[src/rtl/cr16_ctrl_pkg.sv]
// -----------------------------------------------------------------------------
// cr16_ctrl_pkg
// Shared definitions for the CR16-subset multicycle control unit:
//   - state_t       : control FSM state encoding (also exported on the debug port)
//   - opcode fields : major/ext constants for the instruction classes the
//                     controller decodes (R-type, LOAD, STOR, Jcond, Bcond, ...)
//   - cond codes    : Bcond/Jcond condition codes carried in the Rdst field
//   - flag indices  : bit positions inside alu_flags / psr, {N,Z,F,L,C}
//   - writes_psr()  : which arithmetic op codes latch the ALU flags
// -----------------------------------------------------------------------------
package cr16_ctrl_pkg;

    // Control FSM states. Encodings 5..7 are unused and recover to S_FETCH.
    typedef enum logic [2:0] {
        S_FETCH   = 3'd0,
        S_DECODE  = 3'd1,
        S_EXEC    = 3'd2,
        S_LD_WAIT = 3'd3,
        S_LD_WB   = 3'd4
    } state_t;

    // Major opcode classes (opcode[7:4]).
    localparam logic [3:0] MAJ_RTYPE = 4'h0;
    localparam logic [3:0] MAJ_MEM   = 4'h4;  // LOAD / STOR / Jcond / misc NOP
    localparam logic [3:0] MAJ_CMPI  = 4'hB;
    localparam logic [3:0] MAJ_BCOND = 4'hC;

    // R-type extensions (opcode[3:0]) that never write a register.
    localparam logic [3:0] EXT_NOP = 4'h0;
    localparam logic [3:0] EXT_CMP = 4'hB;

    // Full opcodes inside the 0100 class.
    localparam logic [7:0] OP_LOAD  = 8'h40;
    localparam logic [7:0] OP_STOR  = 8'h44;
    localparam logic [7:0] OP_JCOND = 8'h4C;

    // Arithmetic op codes that latch the flags (ext for R-type, major for I-type).
    localparam logic [3:0] OPC_ADD  = 4'h5;
    localparam logic [3:0] OPC_ADDU = 4'h6;
    localparam logic [3:0] OPC_ADDC = 4'h7;
    localparam logic [3:0] OPC_SUB  = 4'h9;
    localparam logic [3:0] OPC_SUBC = 4'hA;
    localparam logic [3:0] OPC_CMP  = 4'hB;

    // Condition codes (Rdst field of Bcond / Jcond).
    localparam logic [3:0] CC_EQ = 4'h0;
    localparam logic [3:0] CC_NE = 4'h1;
    localparam logic [3:0] CC_CS = 4'h2;
    localparam logic [3:0] CC_CC = 4'h3;
    localparam logic [3:0] CC_HI = 4'h4;
    localparam logic [3:0] CC_LS = 4'h5;
    localparam logic [3:0] CC_GT = 4'h6;
    localparam logic [3:0] CC_LE = 4'h7;
    localparam logic [3:0] CC_FS = 4'h8;
    localparam logic [3:0] CC_FC = 4'h9;
    localparam logic [3:0] CC_LO = 4'hA;
    localparam logic [3:0] CC_HS = 4'hB;
    localparam logic [3:0] CC_LT = 4'hC;
    localparam logic [3:0] CC_GE = 4'hD;
    localparam logic [3:0] CC_UC = 4'hE;
    localparam logic [3:0] CC_NV = 4'hF;

    // Flag bit positions, {N,Z,F,L,C} = [4:0].
    localparam int unsigned FLAG_N = 4;
    localparam int unsigned FLAG_Z = 3;
    localparam int unsigned FLAG_F = 2;
    localparam int unsigned FLAG_L = 1;
    localparam int unsigned FLAG_C = 0;

    // True for the op codes whose result flags are latched into the PSR.
    // The codes 0100 and 1100 never match, so a caller may pass the major
    // field of any non-R-type instruction without further filtering.
    function automatic logic writes_psr(input logic [3:0] code);
        return (code == OPC_ADD)  || (code == OPC_ADDU) || (code == OPC_ADDC) ||
               (code == OPC_SUB)  || (code == OPC_SUBC) || (code == OPC_CMP);
    endfunction

endpackage

[src/rtl/cr16_cond_eval.sv]
// -----------------------------------------------------------------------------
// cr16_cond_eval
// Combinational evaluation of a Bcond/Jcond condition code against the
// latched processor status register.
//   cond [3:0] : condition code (Rdst field of the branch/jump instruction)
//   psr  [4:0] : latched flags {N,Z,F,L,C}
//   take       : 1 when the branch/jump should be taken
// -----------------------------------------------------------------------------
module cr16_cond_eval
    import cr16_ctrl_pkg::*;
(
    input  logic [3:0] cond,
    input  logic [4:0] psr,
    output logic       take
);

    logic n_flag;
    logic z_flag;
    logic f_flag;
    logic l_flag;
    logic c_flag;

    assign n_flag = psr[FLAG_N];
    assign z_flag = psr[FLAG_Z];
    assign f_flag = psr[FLAG_F];
    assign l_flag = psr[FLAG_L];
    assign c_flag = psr[FLAG_C];

    always_comb begin
        take = 1'b0;
        case (cond)
            CC_EQ:   take =  z_flag;
            CC_NE:   take = !z_flag;
            CC_CS:   take =  c_flag;
            CC_CC:   take = !c_flag;
            CC_HI:   take =  l_flag;
            CC_LS:   take = !l_flag;
            CC_GT:   take =  n_flag;
            CC_LE:   take = !n_flag;
            CC_FS:   take =  f_flag;
            CC_FC:   take = !f_flag;
            CC_LO:   take = !l_flag && !z_flag;
            CC_HS:   take =  l_flag ||  z_flag;
            CC_LT:   take = !n_flag && !z_flag;
            CC_GE:   take =  n_flag ||  z_flag;
            CC_UC:   take = 1'b1;
            CC_NV:   take = 1'b0;
            default: take = 1'b0;
        endcase
    end

endmodule

[src/rtl/cr16_control_fsm.sv]
// -----------------------------------------------------------------------------
// cr16_control_fsm
// Multicycle control unit for the CR16-subset datapath. Sequences every
// instruction through FETCH -> DECODE -> EXEC (-> LD_WAIT -> LD_WB for LOAD),
// drives all datapath selects/enables from the current state and the IR
// opcode, and owns the processor status register.
//
// Ports:
//   clk         : system clock, rising edge
//   rst         : asynchronous active-low reset
//   opcode[7:0] : IR opcode, [7:4] major, [3:0] ext
//   rdst_idx    : IR Rdst field; condition code for Bcond/Jcond
//   rsrc_idx    : IR Rsrc field (LOAD destination register)
//   alu_flags   : live ALU flags {N,Z,F,L,C}
//   ien, pcen   : IR load enable, PC update enable
//   branch/jump : PC source when pcen (PC+disp / srcMux); never both set
//   imm_sel     : ALU B operand, 1 = immediate
//   addr_sel    : BRAM address, 1 = PC, 0 = Rdst register
//   wb_sel      : writeback bus, 1 = memory data, 0 = ALU
//   we_a        : BRAM port A write enable
//   mdr_en      : capture BRAM q_a into the memory data register
//   reg_en      : one-hot register file write enable
//   psr         : latched flags, same order as alu_flags
//   state       : current FSM state (debug)
// -----------------------------------------------------------------------------
module cr16_control_fsm
    import cr16_ctrl_pkg::*;
#(
    parameter int NREG = 16
) (
    input  logic            clk,
    input  logic            rst,
    input  logic [7:0]      opcode,
    input  logic [3:0]      rdst_idx,
    input  logic [3:0]      rsrc_idx,
    input  logic [4:0]      alu_flags,
    output logic            ien,
    output logic            pcen,
    output logic            branch,
    output logic            jump,
    output logic            imm_sel,
    output logic            addr_sel,
    output logic            wb_sel,
    output logic            we_a,
    output logic            mdr_en,
    output logic [NREG-1:0] reg_en,
    output logic [4:0]      psr,
    output logic [2:0]      state
);

    state_t            cur_state;
    state_t            next_state;
    logic              psr_load;
    logic              take;
    logic [3:0]        major;
    logic [3:0]        ext;
    logic [3:0]        flag_code;
    logic [NREG-1:0]   rdst_onehot;
    logic [NREG-1:0]   rsrc_onehot;

    assign major = opcode[7:4];
    assign ext   = opcode[3:0];

    // R-type carries its arithmetic op in ext, I-type in major.
    assign flag_code = (major == MAJ_RTYPE) ? ext : major;

    assign rdst_onehot = {{(NREG-1){1'b0}}, 1'b1} << rdst_idx;
    assign rsrc_onehot = {{(NREG-1){1'b0}}, 1'b1} << rsrc_idx;

    assign state = cur_state;

    // Conditions read the latched PSR, so a compare followed directly by a
    // branch sees the compare's flags rather than whatever the ALU shows now.
    cr16_cond_eval u_cond_eval (
        .cond (rdst_idx),
        .psr  (psr),
        .take (take)
    );

    // NOTE: sequential state uses non-blocking assignments so every flop
    // samples pre-edge values regardless of statement order.
    always_ff @(posedge clk or negedge rst) begin
        if (!rst) begin
            cur_state <= S_FETCH;
        end else begin
            cur_state <= next_state;
        end
    end

    always_ff @(posedge clk or negedge rst) begin
        if (!rst) begin
            psr <= '0;
        end else if (psr_load) begin
            psr <= alu_flags;
        end
    end

    // NOTE: every output gets a default before the case, so no path leaves a
    // signal unassigned and no latch is inferred.
    always_comb begin
        next_state = S_FETCH;
        psr_load   = 1'b0;
        ien        = 1'b0;
        pcen       = 1'b0;
        branch     = 1'b0;
        jump       = 1'b0;
        imm_sel    = 1'b0;
        addr_sel   = 1'b0;
        wb_sel     = 1'b0;
        we_a       = 1'b0;
        mdr_en     = 1'b0;
        reg_en     = '0;

        case (cur_state)
            S_FETCH: begin
                addr_sel   = 1'b1;
                next_state = S_DECODE;
            end

            S_DECODE: begin
                ien        = 1'b1;
                next_state = S_EXEC;
            end

            S_EXEC: begin
                next_state = S_FETCH;
                psr_load   = writes_psr(flag_code);
                case (major)
                    MAJ_RTYPE: begin
                        imm_sel = 1'b0;
                        pcen    = 1'b1;
                        if ((ext != EXT_NOP) && (ext != EXT_CMP)) begin
                            reg_en = rdst_onehot;
                        end
                    end

                    MAJ_MEM: begin
                        case (opcode)
                            OP_LOAD: begin
                                // Address comes from Rdst; the register write
                                // happens two cycles later in LD_WB.
                                addr_sel   = 1'b0;
                                next_state = S_LD_WAIT;
                            end
                            OP_STOR: begin
                                addr_sel = 1'b0;
                                we_a     = 1'b1;
                                pcen     = 1'b1;
                            end
                            OP_JCOND: begin
                                pcen = 1'b1;
                                jump = take;
                            end
                            default: begin
                                pcen = 1'b1;
                            end
                        endcase
                    end

                    MAJ_BCOND: begin
                        pcen   = 1'b1;
                        branch = take;
                    end

                    default: begin
                        imm_sel = 1'b1;
                        pcen    = 1'b1;
                        if (major != MAJ_CMPI) begin
                            reg_en = rdst_onehot;
                        end
                    end
                endcase
            end

            S_LD_WAIT: begin
                addr_sel   = 1'b0;
                mdr_en     = 1'b1;
                next_state = S_LD_WB;
            end

            S_LD_WB: begin
                wb_sel     = 1'b1;
                reg_en     = rsrc_onehot;
                pcen       = 1'b1;
                next_state = S_FETCH;
            end

            default: begin
                next_state = S_FETCH;
            end
        endcase
    end

endmodule
[config.mk]
export PLATFORM = sky130hd
export DESIGN_NAME = cr16_control_fsm
export DESIGN_NICKNAME = d
export VERILOG_FILES = /design/src/rtl/cr16_ctrl_pkg.sv /design/src/rtl/cr16_cond_eval.sv /design/src/rtl/cr16_control_fsm.sv
export SDC_FILE = /design/constraint.sdc
export NUM_CORES = 1
export LEC_CHECK = 0
export CAP_MARGIN = 20
export CORE_MARGIN = 3
export CORE_UTILIZATION = 37
export DETAILED_ROUTE_END_ITERATION = 7
export PLACE_DENSITY = 0.8
export SLEW_MARGIN = 20
export SYNTH_ARGS = -nofsm -noshare
export SYNTH_HDL_FRONTEND = slang
export SYNTH_SLANG_ARGS = --single-unit
[constraint.sdc]
create_clock -name clk -period 2 [get_ports clk]
set_input_delay 0.3 -clock clk [delete_from_list [all_inputs] [get_ports clk]]
set_output_delay 0.3 -clock clk [all_outputs]
set_load 0.03 [all_outputs]
==> flow_summary_export.csv, run 1 <==
group,metric,value,unit
floorplan,initial_utilization,40.3,%
floorplan,die_h,55.8,um
synth,ys.flop_type,"dfrtp_1",
synth,synth.net_count,136,
synth,ys_top_cells_by_area,"dfrtp_1, o22ai_1, mux2_2",
clock_network,cts_buffers,3,
run_status,stop_stage,"clock tree synthesis",
clock_network,cts.path.max_buffers,2,
synth,synth_top_cell_area_share,21.8,%
place,io_buffer_count,55,
synth,ys_types,39,
synth,ys_ff_latch,8,
place,place_hpwl,3.73,mm
run_status,stop_error,"[ERROR DPL-0038] Utilization greater than 100%, impossible to legalize",
synth,synth_edf_count,0,
clock_network,cts_setup_buffers,11,
synth,synth_commonest_cells,"o22ai_1, dfrtp_1, nor2_1, nand2b_1, nor3b_1",
clock_network,cts.repair.resized,113,
synth,yosysWarnings,0,
synth,synthesis.area,917,um^2
synth,synth_cells,113,
clock_network,clock-sinks,8,
synth,ys_seq_area_share,21.8,%
synth,yosys.area.top_type,"dfrtp_1",
synth,async_reset_ff_share,100,%
synth,synth_most_common_cell,"o22ai_1",
place,gp_congestion,0.922,
floorplan,dieWidth,55.8,um
clock_network,h-tree-depth,1,
floorplan,rows,17,
run_status,status,"aborted with a tool error",
floorplan,io_pins,56,
clock_network,cts_root_buf,"clkbuf_4",
clock_network,hold_buffers,0,
synth,syn_area_per_cell,8.12,um^2
## cells by family after synthesis
group | after synthesis | share of synthesized area (%)
AOI/OAI and AO/OA | 32 | 26.2
xor gates and xnor gates | 3 | 2.87
buffers and inverters | 8 | 3.55
DFF | 8 | 21.8
muxes | 6 | 7.23
and+or+nand+nor | 56 | 38.3
## through the flow
stage | utilization (%) | worst slack (ps) | instances | setup TNS, ps | instance area [um^2]
after global placement | 92.2 | -775 | 240 | -11640 | 2100
after detailed placement | 92.2 | -863 | 240 | -12730 | 2100
after floorplan | - | -347 | 113 | -4550 | 1180
==> run 2: changes to the inputs <==
Settings changed: CORE_AREA set to 3 3 64 66, CORE_MARGIN 3 to unset, CORE_UTILIZATION 37 to unset, DIE_AREA set to 0 0 67 69, PLACE_DENSITY 0.8 to unset, PLACE_DENSITY_LB_ADDON set to 0.15.
==> run 2 against run 1 <==
- the flow now finishes, with violations (negative setup slack)
- synthesized cell count unchanged
- area after synthesis unchanged
==> flow_summary_export.csv, run 2 <==
group,metric,value,unit
cells_and_area,final_common_cell,"buf_4",
synth,yosysWarnings,0,
synth,syn_area_per_cell,8.12,um^2
worst_setup_path,crit_fanout,2,
flow_run,drv_cap,0,
timing,worst_slew_pin_slew,431,ps
place,gp_congestion,0.795,
detailed_routing,drtIter0Drc,49,
global_route,grtUsageTotal,17.2,%
global_route,grt.busiest_layer,"met2",
worst_setup_path,crit_path_end_kind,"primary output",
run_status,violations,"negative setup slack",
detailed_routing,wl,3.83,mm
timing,finalHoldViolCount,0,
power,leakage,0.976,nW
synth,async_reset_ff_share,100,%
timing,finalSetupViolCount,20,
clock_network,cts_buffers,3,
run_status,status,"finished, violations left",
floorplan,dieWidth,67,um
floorplan,rows,22,
synth,synth.net_count,136,
worst_setup_path,start_kind,"register",
cells_and_area,nets,253,
timing,setup_tns,-5880,ps
cells_and_area,drive_gt1_share,60.3,%
synth,yosys.area.top_type,"dfrtp_1",
timing,hold_slack,348,ps
floorplan,initial_utilization,25.2,%
global_route,met2_usage,28.3,%
clock_network,cts_root_buf,"clkbuf_8",
detailed_routing,ant_nets,0,
cells_and_area,fillers,296,
worst_hold_path,holdCritPathClass,"in2async",
synth,synthesis.area,917,um^2
floorplan,core-area,3630,um^2
worst_setup_path,crit_required,1700,ps
global_route,met3_usage,2.93,%
timing,setup_ws,-390,ps
synth,ys_top_cells_by_area,"dfrtp_1, o22ai_1, mux2_2",
synth,ys_seq_area_share,21.8,%
cells_and_area,num_antenna_cells,0,
global_route,overflow,0,
worst_setup_path,critPathArrivalTime,2090,ps
floorplan,die_h,69,um
global_route,grt_max_degree,10,
worst_setup_path,worstSetupPathType,"reg2out",
global_route,antenna_found_initial,0,
timing,timing.fmax,418,MHz
synth,synth_edf_count,0,
worst_setup_path,r2r_cells,5,
place,io_buffer_count,55,
power,p_per_area,798,nW/um^2
timing,layout_min_cycle_time,2390,ps
synth,ys.flop_type,"dfrtp_1",
timing,slew_viol_final,0,
cells_and_area,final_cell_mix,"buf_4, buf_6, clkdlybuf4s50_1, o22ai_4, dlygate4sd2_1",
detailed_routing,vias_per_cell,4.92,
cells_and_area,largest_register_ffs,5,
place,place_hpwl,3.05,mm
clock_network,clk_latency,230,ps
clock_network,clock-sinks,8,
synth,synth_top_cell_area_share,21.8,%
clock_network,cts_tree,"built",
power,ir_drop,0.700,mV
detailed_routing,vias,1363,
timing,grt_setup_unrepaired,"true",
global_route,use_met1,22.9,%
synth,synth_commonest_cells,"o22ai_1, dfrtp_1, nor2_1, nand2b_1, nor3b_1",
floorplan,io_pins,56,
synth,ys_ff_latch,8,
synth,ys_types,39,
clock_network,clk_pin_slew,40,ps
cells_and_area,syn_to_final_growth,160,%
clock_network,hold_buffers,0,
timing,timing.final.crit_share,120,%
clock_network,h-tree-depth,1,
timing,max_slew_margin,71.2,%
detailed_routing,wl_per_cell,13.8,um
global_route,grt_pass1_vias,1365,
floorplan,die-area,4620,um^2
synth,synth_most_common_cell,"o22ai_1",
detailed_routing,drc,0,
cells_and_area,top_register,"psr",
synth,synth_cells,113,
detailed_routing,dr.pass1.iters,4,
global_route,grt_pass1_wl,6.32,mm
timing,fin_worst_skew,5.32,ps
clock_network,cts.path.max_buffers,2,
==> run 2: worst paths after layout <==
kind	to	startpoint	slack, ps
worst max-delay path	reg_en[14]	state[2]$_DFF_PN0_	-390
worst min-delay path	psr[3]$_DFFE_PN0P_	rst	350
worst max register to register	psr[4]$_DFFE_PN0P_	state[2]$_DFF_PN0_	250
worst min register to register	psr[0]$_DFFE_PN0P_	psr[0]$_DFFE_PN0P_	650
max in group asynchronous	state[2]$_DFF_PN0_	rst	1370
min in group clk	psr[0]$_DFFE_PN0P_	psr[0]$_DFFE_PN0P_	650
==> run 2: area by class of cell <==
cell class              instances  area (um^2)  share of cell area, %
repair buffers                118         1090                   45.7
multi-input cells              97          978                   41.0
flip-flops and latches          8          204                   8.55
well taps                      48         60.1                   2.52
clock buffers                   4         45.0                   1.89
inverters                       2         7.51                  0.315
==> run 2: metrics by stage <==
stage          setup WS, ps  power [W]  std cells  util [%]  cell area, um^2
4_1_cts                -476    0.00187        272      63.6             2310
5_1_grt                -462    0.00203        277      65.6             2380
3_5_place_dp           -814    0.00164        263      59.4             2160
2_1_floorplan          -347    0.00101        113         -             1180
6_report               -390    0.00190        277      65.6             2380
3_3_place_gp           -799    0.00162        263      59.4             2160
==> run 2: where the power goes <==
part	internal (W)	leakage, nW	switching (W)
registers	0.000243	0.0943	0.0000762
clock network	0.000138	0.0228	0.0000667
logic	0.000694	0.859	0.000685
==> run 2: per-layer routing <==
metal	vias up	part of all wire, %	wire, um
met2	36	53	2020
met1	642	42	1610
met4	0	0.65	25
met5	-	0	0
li1	681	-	-
met3	4	4.4	169
==> run 2: cells by family after synthesis <==
group / Yosys count / share of synthesized area (%)
DFF: 8 / 21.8
xor gates and xnor gates: 3 / 2.87
muxes: 6 / 7.23
buffers and inverters: 8 / 3.55
AOI/OAI and AO/OA: 32 / 26.2
and+or+nand+nor: 56 / 38.3
==> run 2: critical path, stage by stage, from the launching register on <==
cell      delay [ps]
dfrtp_2          390
or3b_4           420
a311oi_4         230
buf_4            160
nand4b_1          90
buf_4            150
buf_6            120
o22ai_4          140
buf_6            150
==> run 2: repair_timing <==
item	in CTS	in global routing
setup endpoints to repair	23	21
pin swaps	13	8
resized for setup	93	11
hold endpoints to repair	0	0
setup buffers	5	5
Note: power is estimated with default switching activity, not from simulation.
==> run 3: changes to the inputs <==
Settings changed: PLACE_DENSITY_LB_ADDON 0.15 to 0.2.
==> run 3 against run 2 <==
- the run still ends with negative setup slack left
- worst setup slack worse by 26 ps
- power down 0.44%
- critical path depth down 1
==> flow_summary_export.csv, run 3 (synthesis gave the netlist of run 2 again) <==
group,metric,value,unit
global_route,grt_max_degree,10,
run_status,violations,"negative setup slack",
worst_setup_path,crit_slowest_cell,"or3b_4",
power,leakage,0.963,nW
place,place_hpwl,3.03,mm
worst_setup_path,crit_path_end_kind,"primary output",
global_route,grt_pass1_wl,6.06,mm
clock_network,clk_latency,230,ps
clock_network,clk_pin_slew,40,ps
cells_and_area,num_antenna_cells,0,
worst_setup_path,r2r_setup_slack,270,ps
worst_setup_path,critPathArrivalTime,2120,ps
worst_setup_path,cp_top_family,"simple AND/OR/NAND/NOR gates",
power,ir_drop,0.881,mV
floorplan,die_h,69,um
timing,max_slew_margin,70.9,%
floorplan,die-area,4620,um^2
worst_setup_path,max_stage_delay,420,ps
cells_and_area,final_cell_mix,"buf_4, buf_6, clkdlybuf4s50_1, o22ai_4, dlygate4sd2_1",
global_route,antenna_found_initial,0,
cells_and_area,syn_to_final_growth,161,%
detailed_routing,vias,1363,
cells_and_area,nets,250,
place,gp_congestion,0.861,
worst_setup_path,cp_cell_sequence,"or3b_4 > a311oi_4 > buf_4 > nand4_1 > buf_12 > o22ai_4 > buf_6",
cells_and_area,fillers,305,
clock_network,cts_tree,"built",
worst_setup_path,start_kind,"register",
worst_setup_path,worstSetupPathType,"reg2out",
cells_and_area,top_register,"psr",
power,p_per_area,793,nW/um^2
floorplan,rows,22,
cells_and_area,largest_register_ffs,5,
detailed_routing,vias_per_cell,4.97,
timing,setup_tns,-5360,ps
timing,finalSetupViolCount,20,
worst_setup_path,reg2reg_from,"state[2]$_DFF_PN0_",
timing,setup_ws,-416,ps
clock_network,cts.path.max_buffers,2,
timing,slew_viol_final,0,
timing,finalHoldViolCount,0,
clock_network,clock-sinks,8,
detailed_routing,wl,3.72,mm
timing,layout_min_cycle_time,2420,ps
timing,worst_slew_pin_slew,437,ps
place,io_buffer_count,55,
detailed_routing,drtIter0Drc,31,
detailed_routing,wl_per_cell,13.6,um
floorplan,io_pins,56,
global_route,grt_pass1_vias,1368,
detailed_routing,ant_nets,0,
floorplan,initial_utilization,25.2,%
worst_hold_path,holdCritPathClass,"in2async",
cells_and_area,finalCoreUtilization,65.8,%
clock_network,h-tree-depth,1,
timing,timing.final.crit_share,121,%
detailed_routing,dr.pass1.iters,4,
timing,fin_worst_skew,4.77,ps
timing,grt_setup_unrepaired,"true",
worst_setup_path,path_buf_inv,3,
flow_run,drv_cap,0,
floorplan,core-area,3630,um^2
clock_network,cts_buffers,3,
floorplan,dieWidth,67,um
run_status,status,"finished, violations left",
place,dp_slack,-824,ps
global_route,grtUsageTotal,16.2,%
cells_and_area,drive_gt1_share,59.7,%
worst_setup_path,r2r_cells,5,
cells_and_area,final_common_cell,"buf_4",
timing,timing.fmax,414,MHz
worst_setup_path,crit_fanout,4,
worst_setup_path,worstReg2RegEnd,"psr[2]$_DFFE_PN0P_",
global_route,overflow,0,
detailed_routing,drc,0,
clock_network,cts_root_buf,"clkbuf_8",
worst_setup_path,crit_required,1700,ps
==> run 3: changes by cell type in the layout (fill, tap and decap cells not counted), sizes merged <==
| cell | change |
|---|---|
| dlygate4sd2 | +2 |
| buf | -2 |
| clkdlybuf4s15 | -1 |
| clkbuf | -2 |
==> run 3: layout make-up <==
cell class                 instances  area [um^2]  share of cell area [%]
inverter                           2         7.51                   0.314
multi-input combinational         97         1010                    42.5
sequential                         8          204                    8.53
clock buffer                       4         45.0                    1.88
timing repair buffer             115         1060                    44.3
tap                               48         60.1                    2.51
==> run 3: worst max-delay path by stage <==
| stage | slack [ps] | cells past startpoint | from | end |
|---|---|---|---|---|
| 6_report | -420 | 7 | state[2]$_DFF_PN0_ | reg_en[5] |
| 5_1_grt | -470 | 7 | state[2]$_DFF_PN0_ | reg_en[5] |
| 4_1_cts | -430 | 7 | state[2]$_DFF_PN0_ | reg_en[5] |
| 3_5_place_dp | -820 | 6 | opcode[1] | reg_en[2] |
| 3_3_place_gp | -810 | 7 | opcode[1] | reg_en[4] |
| 2_1_floorplan | -350 | 5 | state[2]$_DFF_PN0_ | reg_en[10] |
==> run 3: power by group <==
| group | internal, W | total (W) | switching (W) |
|---|---|---|---|
| Sequential | 0.000244 | 0.000311 | 0.0000676 |
| Combinational | 0.000694 | 0.00138 | 0.000690 |
| Clock | 0.000138 | 0.000200 | 0.0000617 |
| Total | 0.00108 | 0.00190 | 0.000820 |
==> run 3: what timing repair did <==
action                                  4_1_cts  5_1_grt
pin swaps                                    11        7
resized for setup                            93       16
endpoints found under the setup margin       23       21
cloned                                        0        0
buffers inserted                              5        3
hold buffers                                  0        0
==> run 3: worst reg2reg max path, stage by stage (launching register included) <==
cell,delay (ps)
dfrtp_2,390
or3b_4,420
buf_4,150
buf_6,130
a21o_2,240
mux2_2,280
==> run 3: layer usage <==
| metal | routed length (um) | part of all wire, % | track usage (%) |
|---|---|---|---|
| met5 | 0 | 0 | 0 |
| met4 | 42 | 1.1 | 6.08 |
| met3 | 119 | 3.2 | 0.163 |
| met2 | 2070 | 56 | 29.9 |
| met1 | 1490 | 40 | 19.3 |
==> run 3: through the flow <==
step | cell area [um^2] | hold slack [ps] | cells | total power, W
after floorplan | 1180 | 4.41 | 113 | 0.00101
after global placement | 2140 | 585 | 262 | 0.00160
after detailed placement | 2140 | 592 | 262 | 0.00162
after CTS | 2300 | 345 | 271 | 0.00183
after global routing | 2390 | 370 | 274 | 0.00200
final | 2390 | 340 | 274 | 0.00190
